<file path="config.mk">
export PLATFORM = sky130hd
export DESIGN_NAME = ble_packet_serializer
export DESIGN_NICKNAME = d
export VERILOG_FILES = /design/src/rtl/ble_packet_serializer_pkg.sv /design/src/rtl/ble_crc24_lfsr.sv /design/src/rtl/ble_packet_serializer.sv
export SDC_FILE = /design/constraint.sdc
export NUM_CORES = 1
export LEC_CHECK = 0
export BUFFER_PORTS_ARGS = -buffer_cell sky130_fd_sc_hd__buf_4
export CORE_MARGIN = 2
export CORE_UTILIZATION = 30
export CTS_BUF_LIST = sky130_fd_sc_hd__clkbuf_16
export DETAILED_ROUTE_END_ITERATION = 8
export SKIP_CTS_REPAIR_TIMING = 1
export SLEW_MARGIN = 20
export SYNTH_ARGS = -nofsm -noshare
export SYNTH_HDL_FRONTEND = slang
export SYNTH_SLANG_ARGS = --single-unit
</file>
<file path="constraint.sdc">
create_clock -name clk -period 2.6 [get_ports clk]
set_input_delay 0.26 -clock clk [delete_from_list [all_inputs] [get_ports clk]]
set_output_delay 0.26 -clock clk [all_outputs]
set_load 0.05 [all_outputs]
</file>
<file path="src/rtl/ble_packet_serializer_pkg.sv">
// ============================================================================
// ble_packet_serializer_pkg : shared constants and helpers for the BLE packet
// serializer.                                                  Rev 1.0
// ============================================================================
`default_nettype none

package ble_packet_serializer_pkg;

  localparam logic [2:0] ST_IDLE     = 3'd0;
  localparam logic [2:0] ST_PREAMBLE = 3'd1;
  localparam logic [2:0] ST_ACCESS   = 3'd2;
  localparam logic [2:0] ST_PDU      = 3'd3;
  localparam logic [2:0] ST_CRC      = 3'd4;
  localparam logic [2:0] ST_DONE     = 3'd5;

  localparam logic [23:0] CRC_POLY           = 24'h00065B;
  localparam logic [23:0] CRC_PRESET_DEFAULT = 24'h555555;
  // Feedback from w[0] lands on w[2] after the right shift (x^4 tap).
  localparam logic [6:0]  WHITEN_TAP         = 7'b0000100;
  localparam logic [7:0]  PREAMBLE_AA        = 8'hAA;
  localparam logic [7:0]  PREAMBLE_55        = 8'h55;

  localparam int BIT_CNT_W = 8;
  localparam int LEN_W     = 9;

  function automatic logic [6:0] whiten_seed(input logic [5:0] ch);
    return {1'b1, ch[0], ch[1], ch[2], ch[3], ch[4], ch[5]};
  endfunction

  function automatic logic [6:0] whiten_step(input logic [6:0] w);
    return {w[0], w[6:1]} ^ (w[0] ? WHITEN_TAP : 7'd0);
  endfunction

endpackage

`default_nettype wire

</file>
<file path="src/rtl/ble_crc24_lfsr.sv">
// ============================================================================
// ble_crc24_lfsr : serial BLE CRC-24 engine with preset load, bit update and
// shift-out mode.                                              Rev 1.0
// ============================================================================
`default_nettype none

module ble_crc24_lfsr
  import ble_packet_serializer_pkg::*;
(
  input  logic        clk,
  input  logic        rst_n,
  input  logic        load,
  input  logic [23:0] init,
  input  logic        enable,
  input  logic        din,
  input  logic        shift_out,
  output logic [23:0] crc
);

  logic feedback;
  assign feedback = crc[23] ^ din;

  always_ff @(posedge clk or negedge rst_n) begin
    if (!rst_n) begin
      crc <= 24'd0;
    end else if (load) begin
      crc <= init;
    end else if (enable) begin
      crc <= {crc[22:0], 1'b0} ^ (feedback ? CRC_POLY : 24'd0);
    end else if (shift_out) begin
      crc <= {crc[22:0], 1'b0};
    end
  end

endmodule

`default_nettype wire

</file>
<file path="src/rtl/ble_packet_serializer.sv">
// ============================================================================
// ble_packet_serializer : turns one start edge into a whitened BLE link-layer
// packet bitstream (preamble, access address, PDU, CRC-24).    Rev 1.0
// ============================================================================
`default_nettype none

module ble_packet_serializer
  import ble_packet_serializer_pkg::*;
#(
  parameter int CLKS_PER_BIT = 16,
  parameter int MAX_PAYLOAD  = 37
) (
  input  logic        clk,
  input  logic        rst_n,
  input  logic        txStart,
  input  logic [31:0] accessAddr,
  input  logic [5:0]  chanIdx,
  input  logic [23:0] crcInit,
  input  logic [7:0]  pduData,
  input  logic        pduValid,
  output logic        pduReady,
  output logic        txBit,
  output logic        txEn,
  output logic        bitStrobe,
  output logic        busy,
  output logic        done,
  output logic        err
);

  localparam logic [BIT_CNT_W-1:0] LAST_CNT = BIT_CNT_W'(CLKS_PER_BIT - 1);
  localparam logic [LEN_W-1:0]     MAX_LEN  = LEN_W'(MAX_PAYLOAD);

  logic [2:0]           state;
  logic                 start_prev;
  logic [BIT_CNT_W-1:0] bit_cnt;
  logic [4:0]           bit_idx;
  logic [LEN_W-1:0]     byte_idx;
  logic [LEN_W-1:0]     fetch_cnt;
  logic [LEN_W-1:0]     pdu_bytes;
  logic [31:0]          aa_reg;
  logic [7:0]           shift_byte;
  logic [7:0]           hold;
  logic                 hold_full;
  logic [6:0]           whit;
  logic                 err_r;

  logic [23:0]          crc_state;
  logic                 unused_crc_low;

  logic                 start_ok;
  logic                 wrap;
  logic                 on_air;
  logic                 last_pdu_byte;
  logic                 boundary;
  logic [LEN_W-1:0]     next_byte;
  logic                 abort;
  logic                 accept;
  logic                 pdu_bit;
  logic [7:0]           pre_byte;
  logic                 tx_bit;

  assign start_ok      = txStart && !start_prev && (state == ST_IDLE);
  assign wrap          = (bit_cnt == LAST_CNT);
  assign on_air        = (state == ST_PREAMBLE) || (state == ST_ACCESS) ||
                         (state == ST_PDU) || (state == ST_CRC);
  assign last_pdu_byte = ((byte_idx + 9'd1) == pdu_bytes);
  assign boundary      = wrap && (((state == ST_ACCESS) && (bit_idx == 5'd31)) ||
                         ((state == ST_PDU) && (bit_idx == 5'd7) && !last_pdu_byte));
  assign next_byte     = (state == ST_ACCESS) ? 9'd0 : (byte_idx + 9'd1);
  // Underrun, or header byte 1 carrying an oversize length, at the byte boundary.
  assign abort         = boundary && (!hold_full ||
                         ((next_byte == 9'd1) && ({1'b0, hold} > MAX_LEN)));

  // Ready is withheld on the boundary itself so nothing is taken during an abort.
  assign pduReady = !hold_full && ((state == ST_ACCESS) || (state == ST_PDU)) &&
                    (fetch_cnt < pdu_bytes) && !boundary;
  assign accept   = pduValid && pduReady;

  assign pdu_bit  = shift_byte[bit_idx[2:0]];
  assign pre_byte = aa_reg[0] ? PREAMBLE_55 : PREAMBLE_AA;

  ble_crc24_lfsr u_crc (
    .clk       (clk),
    .rst_n     (rst_n),
    .load      (start_ok),
    .init      (crcInit),
    .enable    (wrap && (state == ST_PDU)),
    .din       (pdu_bit),
    .shift_out (wrap && (state == ST_CRC)),
    .crc       (crc_state)
  );

  assign unused_crc_low = ^crc_state[22:0];

  always_comb begin
    tx_bit = 1'b0;
    case (state)
      ST_PREAMBLE: tx_bit = pre_byte[bit_idx[2:0]];
      ST_ACCESS:   tx_bit = aa_reg[bit_idx];
      ST_PDU:      tx_bit = pdu_bit ^ whit[0];
      ST_CRC:      tx_bit = crc_state[23] ^ whit[0];
      default:     tx_bit = 1'b0;
    endcase
  end

  assign txBit     = tx_bit;
  assign txEn      = on_air;
  assign busy      = on_air;
  assign bitStrobe = on_air && (bit_cnt == '0);
  assign done      = (state == ST_DONE);
  assign err       = err_r;

  always_ff @(posedge clk or negedge rst_n) begin
    if (!rst_n) begin
      state      <= ST_IDLE;
      start_prev <= 1'b0;
      bit_cnt    <= '0;
      bit_idx    <= 5'd0;
      byte_idx   <= '0;
      fetch_cnt  <= '0;
      pdu_bytes  <= '0;
      aa_reg     <= 32'd0;
      shift_byte <= 8'd0;
      hold       <= 8'd0;
      hold_full  <= 1'b0;
      whit       <= 7'd0;
      err_r      <= 1'b0;
    end else begin
      start_prev <= txStart;

      if (accept) begin
        hold      <= pduData;
        hold_full <= 1'b1;
        fetch_cnt <= fetch_cnt + 9'd1;
        if (fetch_cnt == 9'd1) begin
          pdu_bytes <= {1'b0, pduData} + 9'd2;
        end
      end

      if (on_air) begin
        bit_cnt <= wrap ? '0 : (bit_cnt + 8'd1);
      end

      if (wrap && ((state == ST_PDU) || (state == ST_CRC))) begin
        whit <= whiten_step(whit);
      end

      case (state)
        ST_IDLE: begin
          if (start_ok) begin
            state     <= ST_PREAMBLE;
            aa_reg    <= accessAddr;
            whit      <= whiten_seed(chanIdx);
            err_r     <= 1'b0;
            bit_cnt   <= '0;
            bit_idx   <= 5'd0;
            byte_idx  <= '0;
            fetch_cnt <= '0;
            pdu_bytes <= 9'd2;
            hold_full <= 1'b0;
          end
        end
        ST_PREAMBLE: begin
          if (wrap) begin
            if (bit_idx == 5'd7) begin
              state   <= ST_ACCESS;
              bit_idx <= 5'd0;
            end else begin
              bit_idx <= bit_idx + 5'd1;
            end
          end
        end
        ST_ACCESS, ST_PDU: begin
          if (wrap) begin
            if (abort) begin
              state <= ST_DONE;
              err_r <= 1'b1;
            end else if (boundary) begin
              shift_byte <= hold;
              hold_full  <= 1'b0;
              byte_idx   <= next_byte;
              bit_idx    <= 5'd0;
              state      <= ST_PDU;
            end else if ((state == ST_PDU) && (bit_idx == 5'd7)) begin
              state   <= ST_CRC;
              bit_idx <= 5'd0;
            end else begin
              bit_idx <= bit_idx + 5'd1;
            end
          end
        end
        ST_CRC: begin
          if (wrap) begin
            if (bit_idx == 5'd23) begin
              state <= ST_DONE;
            end else begin
              bit_idx <= bit_idx + 5'd1;
            end
          end
        end
        ST_DONE: state <= ST_IDLE;
        default: state <= ST_IDLE;
      endcase
    end
  end

endmodule

`default_nettype wire
</file>
; ---- Yosys cells after proc, flatten, opt, wreduce, memory -nomap -nowiden
; Cells that the tools add are included.
[op_classes]
n_addsub = 5
mul = 0
div = 0
n_lt_le_gt_ge = 4
eq_ne = 23
n_shift = 0
n_mux = 63
bitwise_logic = 6
n_reduce_logical = 39
[op_table]
columns = op, count
row1 = $mux 9, 12
row2 = $mux 24, 3
row3 = $mux 5, 9
row4 = $mux 8, 5
row5 = $mux 3, 10
row6 = $xor 24x24->24, 1
row7 = $mux 7, 3
row8 = $pmux 5 s4, 1
row9 = $add 9x1->9 const B, 2
row10 = $eq 9x1->1 const B, 2
row11 = $pmux 9 s2, 1
row12 = $logic_and 1x1->1, 16
row13 = $ne 2x2->1 const B, 8
row14 = $reduce_and 7->1, 2
row15 = $pmux 3 s4, 1
row16 = $mux 1, 11
row17 = $mux 11, 1
row18 = $eq 5x5->1 const B, 2
row19 = $add 8x2->9 const B, 1
row20 = $eq 9x9->1, 1
row21 = $lt 9x9->1, 1
row22 = $add 8x1->8 const B, 1
row23 = $eq 8x4->1 const B, 1
row24 = $gt 8x6->1 const B, 1
row25 = 27 further kinds, 44
[word_totals]
regBits = 125
latchBits = 0
ramBits = 0
mem_bits_ro = 0
input_bits = 74
out_inout_bits = 7
mem_count = 0

; ---- Longest topological paths before layout
[logic_depth]
word_depth = 14
mapped_depth = 11
depth_no_buf = 9

; ---- Modules after synthesis
; A second synthesis with hierarchy kept.
[hier_totals]
hier_cells = 738
area_unflattened_um2 = 7048.0
[by_module_without_submodules]
columns = mod, instances, cells_each, area_each_um2, seq_area_each_um2
row1 = ble_packet_serializer, 1, 624, 5815.6, 2527.4
row2 = ble_crc24_lfsr, 1, 114, 1232.4, 600.6

; ---- Worst setup path before layout
; OpenSTA, ideal clock, no wires.
[synth_timing]
path_kind = register to output
from = register state[2]
to = output port bitStrobe
arrival_time_ns = 2.682
required_ns = 2.340
slack_ns = -0.342
stages_incl_launch_ff = 5
path_buffers = 1
path_cell_list = dfrtp_1 > clkbuf_1 > xnor2_1 > inv_1 > nor2_1
[synth_via]
elab_chain_len = 5
word_cells_on_any_way = 8
[synth_lines]
columns = element, line
row1 = from (decl), ble_packet_serializer.sv:33  ; logic [2:0] state;
row2 = from (signal assigned), ble_packet_serializer.sv:115  ; state <= ST_IDLE;
row3 = from (signal assigned), ble_packet_serializer.sv:151  ; state <= ST_PREAMBLE;
row4 = from (signal assigned), ble_packet_serializer.sv:166  ; state <= ST_ACCESS;
row5 = $eq 3x1->1 or $eq 3x2->1 (tied branches), ble_packet_serializer.sv:64  ; assign on_air = (state == ST_PREAMBLE) || (state == ST_ACCESS) ||
row6 = $logic_or 1x1->1 (2 in series), ble_packet_serializer.sv:64
row7 = $logic_or 1x1->1 *, ble_packet_serializer.sv:65  ; (state == ST_PDU) || (state == ST_CRC);
row8 = net busy, ble_packet_serializer.sv:25  ; output logic busy,
row9 = $logic_and 1x1->1 *, ble_packet_serializer.sv:109  ; assign bitStrobe = on_air && (bit_cnt == '0);
row10 = to (decl), ble_packet_serializer.sv:24  ; output logic bitStrobe,
; Mark *: on every way through the listed nets, which the timed path passes. The rest lies on a longest branch.

; ---- Worst setup path in the final report
[layout_timing]
from = register bit_idx[0]
to = output port pduReady
[layout_via]
elab_chain_len = 7
word_cells_on_any_way = 9
[layout_lines]
columns = element, line
row1 = from (decl), ble_packet_serializer.sv:36  ; logic [4:0] bit_idx;
row2 = from (signal assigned), ble_packet_serializer.sv:169  ; bit_idx <= bit_idx + 5'd1;
row3 = from (signal assigned), ble_packet_serializer.sv:188  ; bit_idx <= bit_idx + 5'd1;
row4 = from (signal assigned), ble_packet_serializer.sv:197  ; bit_idx <= bit_idx + 5'd1;
row5 = $eq 5x3->1, ble_packet_serializer.sv:68  ; ((state == ST_PDU) && (bit_idx == 5'd7) && !last_pdu_byte));
row6 = $logic_and 1x1->1 (2 in series), ble_packet_serializer.sv:68
row7 = $logic_or 1x1->1 *, ble_packet_serializer.sv:67  ; assign boundary = wrap && (((state == ST_ACCESS) && (bit_idx == 5'd31)) ||
row8 = $logic_and 1x1->1 *, ble_packet_serializer.sv:67
row9 = $logic_not 1->1 *, ble_packet_serializer.sv:76  ; (fetch_cnt < pdu_bytes) && !boundary;
row10 = $logic_and 1x1->1 *, ble_packet_serializer.sv:76
row11 = to (decl), ble_packet_serializer.sv:21  ; output logic pduReady,
; Mark *: on every way between the ends. The rest lies on a longest branch, timed or not.

==> summary.md <==
| Metric | Value |
|---|---|
| Status | finished with violations |
| Failing checks | setup timing |
| GRT Resource Usage Total | 0.153 |
| Synth-to-layout area growth | 33.2% |
| Final Max Slew Viols | 0 |
| Initial Utilization | 0.308 |
| Vias in the first global route | 5799 |
| Routed Antenna Nets | 0 |
| Max-cap violations | 0 |
| Period minus WS final | 2760 ps |
| Nets@finish | 965 |
| CTS Sinks | 125 |
| Post-DP HPWL | 12500 um |
| First-pass DRT Iterations | 5 |
| Final Cycle Share | 1.06 |
| Peak supply drop | 0.512 mV |
| CP Data Required Time | 2340 ps |
| Crit-path max FO | 4 |
| Worst hold path class | in -> reg |
| N_diodes | 0 |
| Worst-path clk slew | 60 ps |
| Yosys cell types | 63 |
| Most frequent cells in the layout | 187 x nand2_1, 154 x buf_4, 124 x dfrtp_1 |
| Crit path top cell by count | buf_6 |
| Worst Reg2Reg Path Length in Cells | 9 |
| Max FFs per register | 32 |
| Root Buffer | clkbuf_16 |
| Overall die height | 154 um |
| CP max-delay cell | dfrtp_1 |
| Leakage | 0.00419 uW |
| Row Count | 54 |
| Most common cell after layout, fill and taps aside | nand2_1 |
| Mapped Cells | 733 |
| Later-pin clock latency in the skew report | 420 ps |
| Worst Skew | 11.4 ps |
| Setup tns final | -295 ps |
| Core ar. | 0.0220 mm2 |
| Total nets after synthesis | 823 |
| Worst setup margin | -156 ps |
| Reg-to-Reg Start | byte_idx[2] |
| CTS tree | done |
| # H-tree levels | 4 |
| Setup violations, final | 2 |
| Critical Path End Type | output port |
| Setup WS pre-CTS | -18.8 ps |
| Critical Path Start Type | flip-flop |
| First-pass GRT wire length | 29300 um |
| R2r setup slk | 40 ps |
| Top achievable clock speed | 363 MHz |
| Final design utilization | 0.411 |
| Pin count of the biggest net entering global routing | 76 |
| Gr ovfl total | 0 |
| Initial antenna violation count | 0 |
| Vias per cell | 4.97 |
| Reg2reg end | shift_byte[2] |
| RSZ-0062 raised after global routing | yes |
| GPL Wtd Cong | 0.853 |
| Die W | 154 um |
| Ys async rst share | 1.00 |
| Hold EP | aa_reg[4] |
| DRC errors left | 0 |
| Crit path DAT | 2500 ps |
| Final wirelength | 17800 um |
| Worst hold path startpoint | accessAddr[4] |
| Power per cell area | 994 mW/mm2 |
| Worst path cell trace | ha_2 > and3_4 > ha_4 > a2111oi_4 > and4_4 > buf_6 > a21oi_2 > nor2_2 > buf_6 |
| Die area | 0.0238 mm2 |
| Hold Path Cell Cnt | 3 |
| Layout cells sized above 1 | 0.294 |
| Worst-margin pin slew | 693 ps |
| Routed length per instance | 15.3 um |
| Routed via count | 5806 |
| Tot Pwr | 8970 uW |
| Yosys reg bits | 125 |
| IO Port Bufs | 80 |
| CTS Buf Count | 17 |
| Seq/Total Area, Yosys | 0.462 |
| Ys flop type | dfrtp_1 |
| Ys Warns | 0 |
| Initial DRC count | 399 |
| Max stage delay on crit path | 410 ps |
| Post-synth EDFFs | 0 |
| CTS max path bufs | 2 |
| Final hold vios | 0 |
| Crit path kind | reg -> out |
| Avg Inst Size Synth | 9.24 um2 |
| Synthesized cell area | 0.00677 mm2 |
| I/O pin total | 81 |
| Worst slew margin relative to its limit | 0.538 |
layer usage:
layer	routed length, um	vias up	GRT usage
met5	0	-	0
met4	260	0	0.0476
met3	846	18	0.0381
met2	8320	129	0.242
met1	8420	2794	0.206
li1	-	2865	-
report_power, final:
group / switching, uW / internal [uW]
clock: 863 / 1290
sequential: 483 / 2620
combinational: 2040 / 1670
total: 3390 / 5580
worst max-delay path by stage:
stage          startpoint           end  slack [ps]
2_1_floorplan  bit_idx[0]         txBit          20
5_1_grt        bit_idx[0]         txBit        -260
6_report       bit_idx[0]      pduReady        -160
4_1_cts        bit_idx[0]      pduReady        -440
3_5_place_dp   bit_idx[0]  fetch_cnt[6]         -20
3_3_place_gp   bit_cnt[4]    bit_idx[2]          -7
logic make-up (layout without fill, tap and decap cells):
kind of cell             count (synthesis)  count (layout)  share of synthesized area
AO/OA/AOI/OAI                          146             146                      0.151
AND/OR/NAND/NOR                        319             319                      0.212
multiplexers                            29              29                     0.0575
adder cells (fa/ha/maj)                 16              16                     0.0296
XOR/XNOR                                35              35                     0.0473
flip-flops                             125             125                      0.462
buffers and inverters                   63             218                     0.0408
Yosys cell counts, types with 3 or more instances:
cell	count	area share
nand2_1	188	0.10
dfrtp_1	125	0.46
nor2_1	38	0.021
o21ai_0	25	0.018
a21oi_1	24	0.018
clkbuf_1	23	0.013
a22oi_1	22	0.024
nand3_1	20	0.015
xor2_1	20	0.026
inv_1	19	0.011
ha_1	16	0.030
and3_1	15	0.014
o22ai_1	14	0.013
xnor2_1	14	0.018
mux2i_1	13	0.019
buf_2	11	0.0081
a211oi_1	10	0.011
nor3_1	10	0.0074
mux2_2	9	0.015
or3_1	8	0.0074
buf_4	7	0.0078
mux4_2	7	0.023
nand2b_1	6	0.0055
nand4_1	6	0.0055
nor4_1	6	0.0055
a21o_1	5	0.0055
a221o_1	5	0.0074
o31ai_1	5	0.0055
a31o_2	4	0.0052
a31oi_1	4	0.0037
and2_1	3	0.0028
and4_1	3	0.0039
buf_1	3	0.0017
nor2b_1	3	0.0028
o211ai_1	3	0.0033
o221ai_1	3	0.0039
area by class of cell:
type / count / area, um2
timing repair buffer: 167 / 1340
clock inverter: 15 / 108
inverter: 19 / 71.3
fill: 2169 / 12900
tap: 280 / 350
multi-input combinational: 545 / 3600
clock buffer: 17 / 425
sequential: 125 / 3130
critical path, delay by kind of cell, from the launching register on:
kind,cells,cell delay [ps]
flops,1,410
simple gates,3,610
buf+inv,2,280
fa+ha+maj,2,360
compound gates,2,420
stage by stage:
stage,instances,hold WS [ps],instance area [um2]
floorplan,733,-35.6,6780
global route,1168,24.3,9020
global placement,1123,308,8130
detailed placement,1123,309,8130
finish,1168,27.7,9020
CTS,1155,-136,8660
Note: power is estimated with default switching activity, not from simulation.
